==> src/rtl/sram_ctrl_ws_if.sv <==
// Request/response bus between the system arbiter and the SRAM controller.
// The arbiter side is the master; the controller is the slave.
interface sram_ctrl_ws_if #(
    parameter int ADDR_W = 19,
    parameter int DATA_W = 8
);
    logic              iRd;
    logic              iWr;
    logic [ADDR_W-1:0] iAddr;
    logic [DATA_W-1:0] iWData;
    logic              oReady;
    logic [DATA_W-1:0] oRData;
    logic              oRValid;

    modport master (
        output iRd, iWr, iAddr, iWData,
        input  oReady, oRData, oRValid
    );

    modport slave (
        input  iRd, iWr, iAddr, iWData,
        output oReady, oRData, oRValid
    );
endinterface

==> src/rtl/sram_ctrl_ws.sv <==
// Asynchronous SRAM controller: latched request, programmable read/write wait
// states, turnaround idle cycles on read<->write switches, registered strobes.
//
// state | meaning
// IDLE  | strobes off, oReady=1, accepts a request
// TURN  | chip selected, OE/WE off, bus released before changing direction
// RD    | OE low for RD_WAIT+1 cycles, data captured on the last one
// WR    | WE low for WR_WAIT+1 cycles, pads driven
// HOLD  | WE released, pads still driven for data/address hold
module sram_ctrl_ws #(
    parameter int ADDR_W  = 19,
    parameter int DATA_W  = 8,
    parameter int RD_WAIT = 1,
    parameter int WR_WAIT = 1,
    parameter int TURN    = 1
) (
    input  logic              iClk,
    input  logic              iRst,
    sram_ctrl_ws_if.slave     bus,
    output logic [ADDR_W-1:0] oSramAddr,
    output logic [DATA_W-1:0] oSramDout,
    input  logic [DATA_W-1:0] iSramDin,
    output logic              oDir,
    output logic              oCe1,
    output logic              oCe2,
    output logic              oOe,
    output logic              oWe
);

    typedef enum logic [2:0] {
        S_IDLE,
        S_TURN,
        S_RD,
        S_WR,
        S_HOLD
    } state_t;

    localparam bit       TURN_EN = (TURN > 0);
    localparam logic [3:0] RD_LD   = 4'(RD_WAIT);
    localparam logic [3:0] WR_LD   = 4'(WR_WAIT);
    localparam logic [3:0] TURN_LD = TURN_EN ? 4'(TURN - 1) : 4'd0;

    state_t            state_q, state_d;
    logic [3:0]        cnt_q, cnt_d;
    logic              last_wr_q, last_wr_d;
    logic [ADDR_W-1:0] addr_q, addr_d;
    logic [DATA_W-1:0] dout_q, dout_d;
    logic [DATA_W-1:0] rdata_q, rdata_d;
    logic              rvalid_q, rvalid_d;
    logic              dir_q, dir_d;
    logic              ce1_q, ce1_d;
    logic              oe_q, oe_d;
    logic              we_q, we_d;
    logic              req_wr;

    always_ff @(posedge iClk) begin
        if (iRst) begin
            state_q   <= S_IDLE;
            cnt_q     <= 4'd0;
            last_wr_q <= 1'b0;
            addr_q    <= '0;
            dout_q    <= '0;
            rdata_q   <= '0;
            rvalid_q  <= 1'b0;
            dir_q     <= 1'b0;
            ce1_q     <= 1'b1;
            oe_q      <= 1'b1;
            we_q      <= 1'b1;
        end else begin
            state_q   <= state_d;
            cnt_q     <= cnt_d;
            last_wr_q <= last_wr_d;
            addr_q    <= addr_d;
            dout_q    <= dout_d;
            rdata_q   <= rdata_d;
            rvalid_q  <= rvalid_d;
            dir_q     <= dir_d;
            ce1_q     <= ce1_d;
            oe_q      <= oe_d;
            we_q      <= we_d;
        end
    end

    always_comb begin
        state_d   = state_q;
        cnt_d     = cnt_q;
        last_wr_d = last_wr_q;
        addr_d    = addr_q;
        dout_d    = dout_q;
        rdata_d   = rdata_q;
        rvalid_d  = 1'b0;
        req_wr    = 1'b0;

        case (state_q)
            S_IDLE: begin
                if (bus.iRd || bus.iWr) begin
                    // Read has priority; a simultaneous write is discarded.
                    req_wr    = !bus.iRd;
                    addr_d    = bus.iAddr;
                    dout_d    = bus.iWData;
                    last_wr_d = req_wr;
                    if (TURN_EN && (req_wr != last_wr_q)) begin
                        state_d = S_TURN;
                        cnt_d   = TURN_LD;
                    end else if (req_wr) begin
                        state_d = S_WR;
                        cnt_d   = WR_LD;
                    end else begin
                        state_d = S_RD;
                        cnt_d   = RD_LD;
                    end
                end
            end
            S_TURN: begin
                if (cnt_q == 4'd0) begin
                    // last_wr_q already holds the type of the pending access.
                    if (last_wr_q) begin
                        state_d = S_WR;
                        cnt_d   = WR_LD;
                    end else begin
                        state_d = S_RD;
                        cnt_d   = RD_LD;
                    end
                end else begin
                    cnt_d = cnt_q - 4'd1;
                end
            end
            S_RD: begin
                if (cnt_q == 4'd0) begin
                    rdata_d  = iSramDin;
                    rvalid_d = 1'b1;
                    state_d  = S_IDLE;
                end else begin
                    cnt_d = cnt_q - 4'd1;
                end
            end
            S_WR: begin
                if (cnt_q == 4'd0) begin
                    state_d = S_HOLD;
                end else begin
                    cnt_d = cnt_q - 4'd1;
                end
            end
            S_HOLD: begin
                state_d = S_IDLE;
            end
            default: begin
                state_d = S_IDLE;
            end
        endcase

        // Strobes are registered from the next state so they line up with it.
        ce1_d = (state_d == S_IDLE);
        oe_d  = (state_d != S_RD);
        we_d  = (state_d != S_WR);
        dir_d = (state_d == S_WR) || (state_d == S_HOLD);
    end

    assign bus.oReady  = (state_q == S_IDLE);
    assign bus.oRData  = rdata_q;
    assign bus.oRValid = rvalid_q;

    assign oSramAddr = addr_q;
    assign oSramDout = dout_q;
    assign oDir      = dir_q;
    assign oCe1      = ce1_q;
    assign oCe2      = 1'b1;
    assign oOe       = oe_q;
    assign oWe       = we_q;

endmodule

==> src/flat_wrapper.sv <==
// flat-port wrapper written by rule: the top's interface ports become plain ports
module sram_ctrl_ws_flat 
#(
    parameter int ADDR_W  = 19,
    parameter int DATA_W  = 8,
    parameter int RD_WAIT = 1,
    parameter int WR_WAIT = 1,
    parameter int TURN    = 1
)
  (iClk, iRst, oSramAddr, oSramDout, iSramDin, oDir, oCe1, oCe2, oOe, oWe, bus_iRd, bus_iWr, bus_iAddr, bus_iWData, bus_oReady, bus_oRData, bus_oRValid);
  sram_ctrl_ws_if #(.ADDR_W(ADDR_W), .DATA_W(DATA_W)) bus_i ();
  input  logic iClk;
  input  logic iRst;
  output logic [ADDR_W-1:0] oSramAddr;
  output logic [DATA_W-1:0] oSramDout;
  input  logic [DATA_W-1:0] iSramDin;
  output logic oDir;
  output logic oCe1;
  output logic oCe2;
  output logic oOe;
  output logic oWe;
  input wire logic [$bits(bus_i.iRd)-1:0] bus_iRd;
  input wire logic [$bits(bus_i.iWr)-1:0] bus_iWr;
  input wire logic [$bits(bus_i.iAddr)-1:0] bus_iAddr;
  input wire logic [$bits(bus_i.iWData)-1:0] bus_iWData;
  output wire logic [$bits(bus_i.oReady)-1:0] bus_oReady;
  output wire logic [$bits(bus_i.oRData)-1:0] bus_oRData;
  output wire logic [$bits(bus_i.oRValid)-1:0] bus_oRValid;
  assign bus_i.iRd = bus_iRd;
  assign bus_i.iWr = bus_iWr;
  assign bus_i.iAddr = bus_iAddr;
  assign bus_i.iWData = bus_iWData;
  assign bus_oReady = bus_i.oReady;
  assign bus_oRData = bus_i.oRData;
  assign bus_oRValid = bus_i.oRValid;
  sram_ctrl_ws #(.ADDR_W(ADDR_W), .DATA_W(DATA_W), .RD_WAIT(RD_WAIT), .WR_WAIT(WR_WAIT), .TURN(TURN)) u_core (.iClk(iClk), .iRst(iRst), .bus(bus_i), .oSramAddr(oSramAddr), .oSramDout(oSramDout), .iSramDin(iSramDin), .oDir(oDir), .oCe1(oCe1), .oCe2(oCe2), .oOe(oOe), .oWe(oWe));
endmodule
==> config.mk <==
export PLATFORM = sky130hd
export DESIGN_NAME = sram_ctrl_ws_flat
export DESIGN_NICKNAME = d
export VERILOG_FILES = /design/src/rtl/sram_ctrl_ws_if.sv /design/src/rtl/sram_ctrl_ws.sv /design/src/flat_wrapper.sv
export SDC_FILE = /design/constraint.sdc
export NUM_CORES = 1
export LEC_CHECK = 0
export BUFFER_PORTS_ARGS = -buffer_cell sky130_fd_sc_hd__buf_2
export CORE_UTILIZATION = 30
export CTS_CLUSTER_DIAMETER = 30
export CTS_CLUSTER_SIZE = 8
export DETAILED_ROUTE_END_ITERATION = 12
export PLACE_DENSITY = 0.6
export SETUP_SLACK_MARGIN = 0.15
export SLEW_MARGIN = 30
export SYNTH_ARGS = -nofsm -noshare
export SYNTH_HDL_FRONTEND = slang
export SYNTH_SLANG_ARGS = --single-unit
==> constraint.sdc <==
create_clock -name iClk -period 3.2 [get_ports iClk]
set_input_delay 0.64 -clock iClk [delete_from_list [all_inputs] [get_ports iClk]]
set_output_delay 0.64 -clock iClk [all_outputs]
set_load 0.05 [all_outputs]
==> results.py, run 1 <==
metrics = {
    "sta": {
        "whs_ps": 453.7,
        "fin_crit_ps": 2016,
        "max_freq_mhz": 495.9,
        "timing.final.ws_setup_ps": 1184,
        "tightestPinTransition_ps": 637.1,
        "final.setup.tns_ps": 0,
        "rsz0062_at_grt": "false",
        "relSlewSlack_pct": 57.39,
        "hold_viol": 0,
        "drv_slew": 0,
        "skew_ps": 8.414,
        "setup_viol": 0,
        "min_period_over_period_pct": 63.01,
    },
    "logic_synthesis": {
        "synthDominantCellAreaShare_pct": 51.00,
        "synth_nets": 261,
        "ys_seq_area_share_pct": 51.00,
        "netlist_instances": 219,
        "syn_area_per_cell_um2": 8.604,
        "syn-cell-area_mm2": 0.001884,
        "async_flop_share_pct": 0,
        "synth.distinct_cells": 40,
        "synth_edf_count": 0,
        "ys_ff_latch": 48,
        "yosys_warnings": 0,
        "synth_top_flop_cell": "dfxtp_1",
        "yosys-top-cells-area": "dfxtp_1 (51%), nand2_1 (12%), a21oi_1 (8.0%)",
        "yosys.area.top_type": "dfxtp_1",
    },
    "worst_setup_path": {
        "crit_fanout": 12,
        "crit_family": "flip-flops",
        "critPathBufInv": 1,
        "r2r_start": "u_core.cnt_q[0]$_SDFFE_PP0P_",
        "crit_start": "u_core.state_q[1]$_SDFF_PP0_",
        "end_kind": "output port",
        "path_class": "flop to output port",
        "crit_chain": "nor3_2 -> buf_2",
        "critPathArrivalTime_ps": 1380,
        "critPathRequiredTime_ps": 2560,
        "slowest_stage": "dfxtp_1",
        "crit_path_max_incr_delay_ps": 430,
        "critPathLaunchType": "flop",
    },
    "drt": {
        "ant_nets": 0,
        "vias_per_cell": 4.501,
        "drc": 0,
        "wl_per_cell_um": 11.36,
        "drt_iter0_drc": 38,
        "drtPass1Iterations": 2,
        "vias": 1661,
        "wl_um": 4192,
    },
    "cells_and_area": {
        "insertedDiodeCount": 0,
        "final_layout_size_suffix_gt1_share_pct": 32.99,
        "stdcell_area_mm2": 0.002432,
        "layout_commonest_cell": "buf_2",
        "area_growth_pct": 29.08,
        "multiInputGateArea_um2": 819.5,
        "fill_cells": 628,
        "layout_common_cells": "buf_2 (79), nand2_1 (58), dfxtp_1 (48), a21oi_1 (30), nor2_1 (18)",
        "ff_latch_area_um2": 960.9,
        "final_nets": 335,
    },
    "global_routing": {
        "globalRouteMet1Util_pct": 16.24,
        "met2_usage_pct": 21.93,
        "grt_overflow": 0,
        "grt.total_usage_pct": 13.27,
        "grt_antenna_before_repair": 0,
        "grt_pass1_wl_um": 6686,
        "grt_start_max_net_pins": 31,
        "grt_pass1_vias": 1461,
        "met3_usage_pct": 4.607,
        "globalRoute.busiestLayer": "met2",
    },
    "die": {
        "initial_utilization_pct": 31.45,
        "rows": 28,
        "dieWidth_um": 81.25,
        "dieArea_mm2": 0.006602,
        "core-area_mm2": 0.005991,
        "die_y_um": 81.25,
        "io_pins": 81,
    },
    "pwr": {
        "pwr-share-seq_pct": 33.2,
        "power.net_switching_mw": 1.201,
        "power.leakage_nw": 1.176,
        "p_comb_share_pct": 49.3,
        "power.internal_mw": 1.403,
        "p_sw_share_pct": 46.13,
        "clockPowerShare_pct": 17.4,
        "p_per_area_mw_per_mm2": 1070,
        "finalPower_mw": 2.604,
        "ir_drop_uv": 357.0,
    },
    "worst_hold_path": {
        "hp-start": "u_core.oSramAddr[11]$_SDFFE_PP0P_",
        "hold_class": "flop to flop",
    },
    "cts": {
        "tritoncts": "yes",
        "cts.sinks": 48,
        "cts_setup_buffers": 0,
        "htree_num_levels": 2,
        "clock_latency_ps": 300,
        "cts.path.max_buffers": 2,
        "cts.root.buffer_cell": "clkbuf_8",
        "cts-hold-fix-buffers": 0,
        "cts_resized": 0,
        "numCtsBuffers": 5,
        "clkTransAtPathRegs_ps": 80,
    },
    "placed_design": {
        "postPlaceCellArea_mm2": 0.002311,
        "io_buffers": 79,
        "gp_congestion": 0.7944,
        "dp_hpwl_um": 3029,
        "dp_slack_ps": 1210,
    },
    "run_status": {
        "outcome": "completed",
    },
    "run": {
        "drv_cap": 0,
    },
}
==> worst reg2reg max path, cell delays in order (launching register included) <==
cell,delay (ps)
dfxtp_1,330
inv_1,90
ha_1,160
nor3b_2,390
nand3_1,490
mux2i_1,280
nor2_1,60
==> power by group through the flow <==
stage	sequential [mW]	combinational [mW]	clock, mW
final	0.866	1.28	0.454
after global routing	0.888	1.40	0.506
after CTS	0.867	1.31	0.476
after detailed placement	0.878	1.30	0
after global placement	0.873	1.28	0
after floorplan	1.28	0.648	0
==> per-layer routing <==
metal | share of wire [%] | up-vias
li1 | - | 870
met1 | 47 | 730
met2 | 44 | 56
met3 | 7.7 | 5
met4 | 0.88 | 0
met5 | 0 | -
==> kinds of logic (layout without fill, tap and decap cells) <==
group / count (synthesis) / after routing / share of synthesized area [%]
compound gates: 42 / 42 / 12.68
xor+xnor: 2 / 2 / 0.9298
fa+ha+maj: 3 / 3 / 1.992
buf+inv: 19 / 94 / 5.710
flops: 48 / 48 / 51.00
mux: 8 / 8 / 4.250
other cells: 1 / 1 / 0.1990
simple gates: 96 / 96 / 23.24
==> worst paths after layout <==
check / endpoint / slack (ps) / cells past startpoint
worst max-delay path: bus_oReady / 1180 / 2
worst min-delay path: u_core.oSramAddr[11]$_SDFFE_PP0P_ / 450 / 2
worst min register to register: u_core.oSramAddr[11]$_SDFFE_PP0P_ / 450 / 2
worst max register to register: u_core.bus.oRData[3]$_SDFFE_PP0P_ / 1280 / 6
==> cell type report <==
type	count	area share, %
timing repair buffer	82	17.34
multi-input combinational	152	33.69
clock inverter	2	1.595
sequential	48	39.51
clock buffer	6	3.395
inverter	4	0.6173
tap	75	3.858
==> state kept, by name (all words and copies together), names as in the netlist <==
register            cells
u_core.bus.oRValid      1
u_core.cnt_q            4
u_core.state_q          3
u_core.oOe              1
u_core.oSramAddr       19
u_core.oDir             1
u_core.oCe1             1
u_core.oWe              1
u_core.last_wr_q        1
u_core.oSramDout        8
u_core.bus.oRData       8
==> synthesized netlist by cell type, types with 3 or more instances <==
cell type  instances
clkbuf_1           5
mux2i_1            8
inv_1              4
dfxtp_1           48
a21oi_1           30
nand2_1           58
buf_6              3
nor3_1             3
ha_1               3
nor2_1            18
buf_2              5
==> metrics by stage <==
stage	util, %	std cells
2_1_floorplan	-	219
3_3_place_gp	38.39	360
3_5_place_dp	38.58	361
4_1_cts	40.60	369
5_1_grt	40.60	369
6_report	40.60	369
No activity file was read; power rests on OpenSTA's default activity.
==> inputs of run 2 (changes only) <==
- PLACE_DENSITY: 0.6 -> 0.62
- clock period: 3.2 -> 1.7 ns (I/O delays scaled with it)
==> results.py, run 2 (synthesis results as in run 1) <==
metrics = {
    "run_status": {
        "outcome": "completed",
    },
    "cts": {
        "tritoncts": "yes",
        "cts.path.max_buffers": 2,
        "htree_num_levels": 2,
        "numCtsBuffers": 5,
        "cts-hold-fix-buffers": 0,
        "clock_latency_ps": 300,
        "clkTransAtPathRegs_ps": 100,
        "cts.sinks": 48,
        "cts.root.buffer_cell": "clkbuf_8",
    },
    "sta": {
        "tightestPinTransition_ps": 558.1,
        "min_period_over_period_pct": 97.89,
        "drv_slew": 0,
        "relSlewSlack_pct": 62.45,
        "rsz0062_at_grt": "true",
        "skew_ps": 15.13,
        "timing.final.ws_setup_ps": 35.89,
        "hold_viol": 0,
        "fin_crit_ps": 1664,
        "max_freq_mhz": 600.9,
        "setup_viol": 0,
    },
    "pwr": {
        "ir_drop_uv": 873.1,
        "power.internal_mw": 3.060,
        "finalPower_mw": 5.515,
        "pwr-share-seq_pct": 29.6,
        "power.leakage_nw": 1.279,
        "p_sw_share_pct": 44.51,
        "power.net_switching_mw": 2.455,
        "clockPowerShare_pct": 14.6,
        "p_comb_share_pct": 55.8,
        "p_per_area_mw_per_mm2": 2067,
    },
    "die": {
        "die_y_um": 81.25,
        "core-area_mm2": 0.005991,
        "initial_utilization_pct": 31.45,
        "io_pins": 81,
        "rows": 28,
        "dieWidth_um": 81.25,
        "dieArea_mm2": 0.006602,
    },
    "cells_and_area": {
        "fill_cells": 602,
        "area_growth_pct": 41.63,
        "layout_commonest_cell": "buf_2",
        "final_layout_size_suffix_gt1_share_pct": 40.78,
        "final_nets": 350,
        "largest_register_ffs": 19,
        "layout_common_cells": "buf_2 (79), nand2_1 (58), dfxtp_1 (43), a21oi_1 (29), nor2_1 (18)",
        "insertedDiodeCount": 0,
    },
    "worst_setup_path": {
        "critPathArrivalTime_ps": 1890,
        "crit_fanout": 3,
        "critPathLaunchType": "flop",
        "path_class": "flop to flop",
        "end_kind": "flop",
        "critPathRequiredTime_ps": 1920,
    },
    "drt": {
        "wl_per_cell_um": 12.13,
        "vias_per_cell": 4.646,
        "drtPass1Iterations": 4,
        "drc": 0,
        "ant_nets": 0,
        "drt_iter0_drc": 57,
        "wl_um": 4657,
        "vias": 1784,
    },
    "run": {
        "drv_cap": 0,
    },
    "global_routing": {
        "grt_overflow": 0,
        "grt_pass1_wl_um": 6665,
        "grt_pass1_vias": 1526,
        "grt_antenna_before_repair": 0,
        "grt_start_max_net_pins": 43,
        "grt.total_usage_pct": 13.32,
    },
    "placed_design": {
        "io_buffers": 79,
        "dp_hpwl_um": 3066,
        "gp_congestion": 0.8145,
        "dp_slack_ps": 22.65,
    },
    "worst_hold_path": {
        "hold_class": "input pin to flop",
    },
}
==> run 2: cell types whose count changed in the layout (fill, tap and decap cells not counted), sizes merged <==
| cell | previous run | this run |
|---|---|---|
| clkbuf | 6 | 8 |
| buf | 82 | 95 |
==> run 2: worst max-delay path: stages, from the launching register on <==
cell and delay [ps]:
dfxtp_2 350, inv_2 50, ha_4 150, nor4bb_4 150, or3_4 410, or3b_4 380
a21oi_2 120
==> run 2: stage by stage <==
stage / util, % / TNS (ps) / cell area (um2) / instances / hold WS, ps
after floorplan: - / 0 / 1929 / 219 / 436.6
after global placement: 39.91 / 0 / 2391 / 367 / 435.0
after detailed placement: 39.91 / 0 / 2391 / 367 / 440.5
after CTS: 42.63 / 0 / 2554 / 379 / 255.2
after global routing: 44.55 / -49.98 / 2669 / 384 / 259.6
final: 44.55 / 0 / 2669 / 384 / 262.3
==> run 2: timing repair <==
action,4_1_cts,5_1_grt
endpoints found under the setup margin,7,29
pin swaps,6,6
cloned,0,3
setup buffers,4,2
resized for setup,4,10
==> run 2: layout make-up <==
class / count / area (um2) / share of cell area (%)
flip-flops and latches: 48 / 967.2 / 36.24
multi-input cells: 152 / 883.3 / 33.10
repair buffers: 97 / 601.8 / 22.55
well taps: 75 / 93.84 / 3.516
clock buffers: 6 / 72.57 / 2.719
clock inverters: 2 / 35.03 / 1.313
inverters: 4 / 15.01 / 0.5626
==> run 2: final timing paths <==
path / startpoint / to / slack (ps) / cells past startpoint
max reg2reg: u_core.cnt_q[1]$_SDFFE_PP0P_ / u_core.cnt_q[0]$_SDFFE_PP0P_ / 40 / 6
min: bus_iWData[5] / u_core.oSramDout[5]$_SDFFE_PP0P_ / 260 / 3
max: u_core.cnt_q[1]$_SDFFE_PP0P_ / u_core.cnt_q[0]$_SDFFE_PP0P_ / 40 / 6
min reg2reg: u_core.oSramAddr[7]$_SDFFE_PP0P_ / u_core.oSramAddr[7]$_SDFFE_PP0P_ / 450 / 2
==> run 2: routing by layer <==
| metal | global-route usage, % | up-vias | share of wire, % |
|---|---|---|---|
| met5 | 0 | - | 0 |
| met4 | 5.714 | 0 | 1.4 |
| met3 | 4.382 | 8 | 8.5 |
| met2 | 22.52 | 67 | 46 |
| met1 | 15.28 | 810 | 44 |
| li1 | - | 899 | - |
==> run 2: power by group through the flow <==
stage	clock [mW]	combinational [mW]	sequential (mW)
final	0.806	3.08	1.63
after global routing	0.891	3.29	1.67
after CTS	0.835	2.78	1.63
after detailed placement	0	2.65	1.65
after global placement	0	2.61	1.64
after floorplan	0	1.31	2.43
==> inputs of run 3 (changes only) <==
- ABC_AREA: not set -> 1
- PLACE_DENSITY: 0.62 -> 0.61
==> results.py, run 3 <==
metrics = {
    "sta": {
        "min_period_over_period_pct": 85.33,
        "rsz0062_at_grt": "false",
        "fin_crit_ps": 1451,
        "hold_viol": 0,
        "skew_ps": 9.176,
        "max_freq_mhz": 689.4,
        "final.setup.tns_ps": 0,
        "drv_slew": 0,
        "setup_viol": 0,
    },
    "worst_setup_path": {
        "critPathRequiredTime_ps": 1360,
        "path_depth": 4,
        "critPathArrivalTime_ps": 1110,
        "crit_start": "u_core.state_q[1]$_SDFF_PP0_",
        "cp-endpoint": "bus_oReady",
        "end_kind": "output port",
        "crit_path_max_incr_delay_ps": 350,
        "ff2ff_path_depth": 9,
        "crit_fanout": 4,
        "r2r_start": "u_core.cnt_q[0]$_SDFFE_PP0P_",
        "crit_family": "flip-flops",
        "crit_chain": "inv_2 -> nand2_1 -> nor2_4 -> buf_8",
        "critPathBufInv": 2,
        "path_class": "flop to output port",
        "critPathLaunchType": "flop",
        "r2r_slack_ps": 280,
        "slowest_stage": "dfxtp_2",
        "timing.rr.end": "u_core.bus.oRData[3]$_SDFFE_PP0P_",
    },
    "drt": {
        "wl_met2_um": 2184,
        "vias_per_cell": 4.513,
        "wl_per_cell_um": 11.21,
        "ant_nets": 0,
        "drt_iter0_drc": 47,
        "drc": 0,
        "vias": 1873,
        "drtPass1Iterations": 4,
        "highest_layer": "met4",
        "routed-wl-met3_um": 355,
        "met1Wirelength_um": 2038,
        "wl_um": 4653,
    },
    "cells_and_area": {
        "final_layout_size_suffix_gt1_share_pct": 31.47,
        "insertedDiodeCount": 0,
        "fill_cells": 636,
        "layout_commonest_cell": "buf_2",
        "largest_register_ffs": 19,
        "final_nets": 381,
        "area_growth_pct": 31.62,
        "layout_common_cells": "buf_2 (78), nand2_1 (53), dfxtp_1 (46), nand3_1 (34), nor2_1 (30)",
    },
    "cts": {
        "cts.sinks": 48,
        "htree_num_levels": 2,
        "cts.path.max_buffers": 2,
        "clock_latency_ps": 310,
        "numCtsBuffers": 5,
        "tritoncts": "yes",
        "cts.root.buffer_cell": "clkbuf_8",
        "clkTransAtPathRegs_ps": 90,
    },
    "pwr": {
        "ir_drop_uv": 796.3,
        "power.leakage_nw": 1.266,
        "p_per_area_mw_per_mm2": 2187,
        "finalPower_mw": 5.594,
    },
    "logic_synthesis": {
        "yosysMostFrequentCell": "nand2_1",
        "syn-cell-area_mm2": 0.001943,
        "synth_nets": 299,
        "ys_ff_latch": 48,
        "synth.distinct_cells": 21,
        "netlist_instances": 257,
        "synth_edf_count": 0,
        "syn_area_per_cell_um2": 7.561,
        "yosys-top-cells-area": "dfxtp_1 (49%), nand2_1 (10%), nand3_1 (8.8%)",
        "async_flop_share_pct": 0,
        "synthDominantCellAreaShare_pct": 49.45,
        "yosys-top-cells-count": "nand2_1 (53), dfxtp_1 (48), nand3_1 (34), nor2_1 (31), a21oi_1 (29)",
        "synth_top_flop_cell": "dfxtp_1",
        "yosys.area.top_type": "dfxtp_1",
        "yosys_warnings": 0,
        "ys_seq_area_share_pct": 49.45,
    },
    "global_routing": {
        "grt_start_max_net_pins": 30,
        "grt_antenna_before_repair": 0,
        "grt_overflow": 0,
        "grt.total_usage_pct": 13.88,
        "grt_pass1_wl_um": 6989,
        "grt_pass1_vias": 1599,
    },
    "run_status": {
        "outcome": "completed",
    },
    "die": {
        "io_pins": 81,
        "dieArea_mm2": 0.006803,
        "rows": 28,
        "initial_utilization_pct": 31.88,
        "die_y_um": 82.48,
        "dieWidth_um": 82.48,
        "core-area_mm2": 0.006096,
    },
    "placed_design": {
        "gp_congestion": 0.8480,
        "dp_hpwl_um": 3443,
        "io_buffers": 79,
    },
    "run": {
        "drv_cap": 0,
    },
    "worst_hold_path": {
        "hold_class": "input pin to flop",
    },
}
[run 3: cell types whose count changed after synthesis, moves of 4 or more]
| cell | before | now |
|---|---|---|
| mux2i_1 | 8 | 0 |
| nand2_1 | 58 | 53 |
| inv_1 | 4 | 19 |
| o21ai_0 | 2 | 12 |
| nor2_1 | 18 | 31 |
| nand3_1 | 1 | 34 |
| nand4_1 | 0 | 4 |
[run 3: routing by layer]
| layer | GRT usage [%] | vias up |
|---|---|---|
| met5 | 0 | - |
| met1 | 15.22 | 813 |
| met2 | 23.97 | 55 |
| li1 | - | 997 |
| met3 | 5.604 | 8 |
| met4 | 5.088 | 0 |
[run 3: cells by family after synthesis]
group	count (synthesis)	share of synthesized area (%)
simple gates	128	28.33
flops	48	49.45
compound gates	43	11.33
buf+inv	34	8.757
fa+ha+maj	3	1.932
other cells	1	0.1930
[run 3: worst min path at each step]
stage / slack, ps / endpoint / startpoint / cells past startpoint
after floorplan: 440 / u_core.state_q[2]$_SDFF_PP0_ / iRst / 1
after CTS: 240 / u_core.state_q[2]$_SDFF_PP0_ / iRst / 2
after global placement: 450 / u_core.oSramDout[1]$_SDFFE_PP0P_ / u_core.oSramDout[1]$_SDFFE_PP0P_ / 2
after global routing: 240 / u_core.state_q[2]$_SDFF_PP0_ / iRst / 2
after detailed placement: 450 / u_core.oSramDout[4]$_SDFFE_PP0P_ / u_core.oSramDout[4]$_SDFFE_PP0P_ / 2
final: 240 / u_core.state_q[2]$_SDFF_PP0_ / iRst / 2
[run 3: area by class of cell]
| type | count | area, um2 | area share, % |
|---|---|---|---|
| Sequential cell | 48 | 963.4 | 37.67 |
| Multi-Input combinational cell | 175 | 827.0 | 32.34 |
| Inverter | 20 | 77.57 | 3.033 |
| Clock inverter | 3 | 46.29 | 1.810 |
| Tap cell | 75 | 93.84 | 3.669 |
| Clock buffer | 5 | 68.82 | 2.691 |
| Timing Repair Buffer | 89 | 480.5 | 18.79 |
[run 3: power by group]
group | switching [mW] | internal, mW | total, mW | leakage, nW
Clock | 0.401 | 0.443 | 0.845 | 0.0548
Sequential | 0.194 | 1.48 | 1.68 | 0.396
Combinational | 2.20 | 0.869 | 3.07 | 0.816
[run 3: what timing repair did]
action                                  in CTS  in global routing
gates resized for setup                      5                 11
hold buffers                                 0                  0
pin swaps                                    1                  1
gates cloned                                 0                  0
endpoints found under the setup margin       1                 11
buffers inserted                             1                  1
[run 3: through the flow]
| stage | instances | setup WS [ps] | instance area [um2] | hold WS, ps | util, % |
|---|---|---|---|---|---|
| 2_1_floorplan | 257 | 374.3 | 1943 | 436.8 | - |
| 3_3_place_gp | 405 | 261.8 | 2397 | 446.0 | 39.33 |
| 3_5_place_dp | 405 | 193.8 | 2397 | 448.8 | 39.33 |
| 4_1_cts | 414 | 180.4 | 2535 | 241.3 | 41.58 |
| 5_1_grt | 415 | 159.7 | 2557 | 239.3 | 41.95 |
| 6_report | 415 | 249.4 | 2557 | 236.3 | 41.95 |
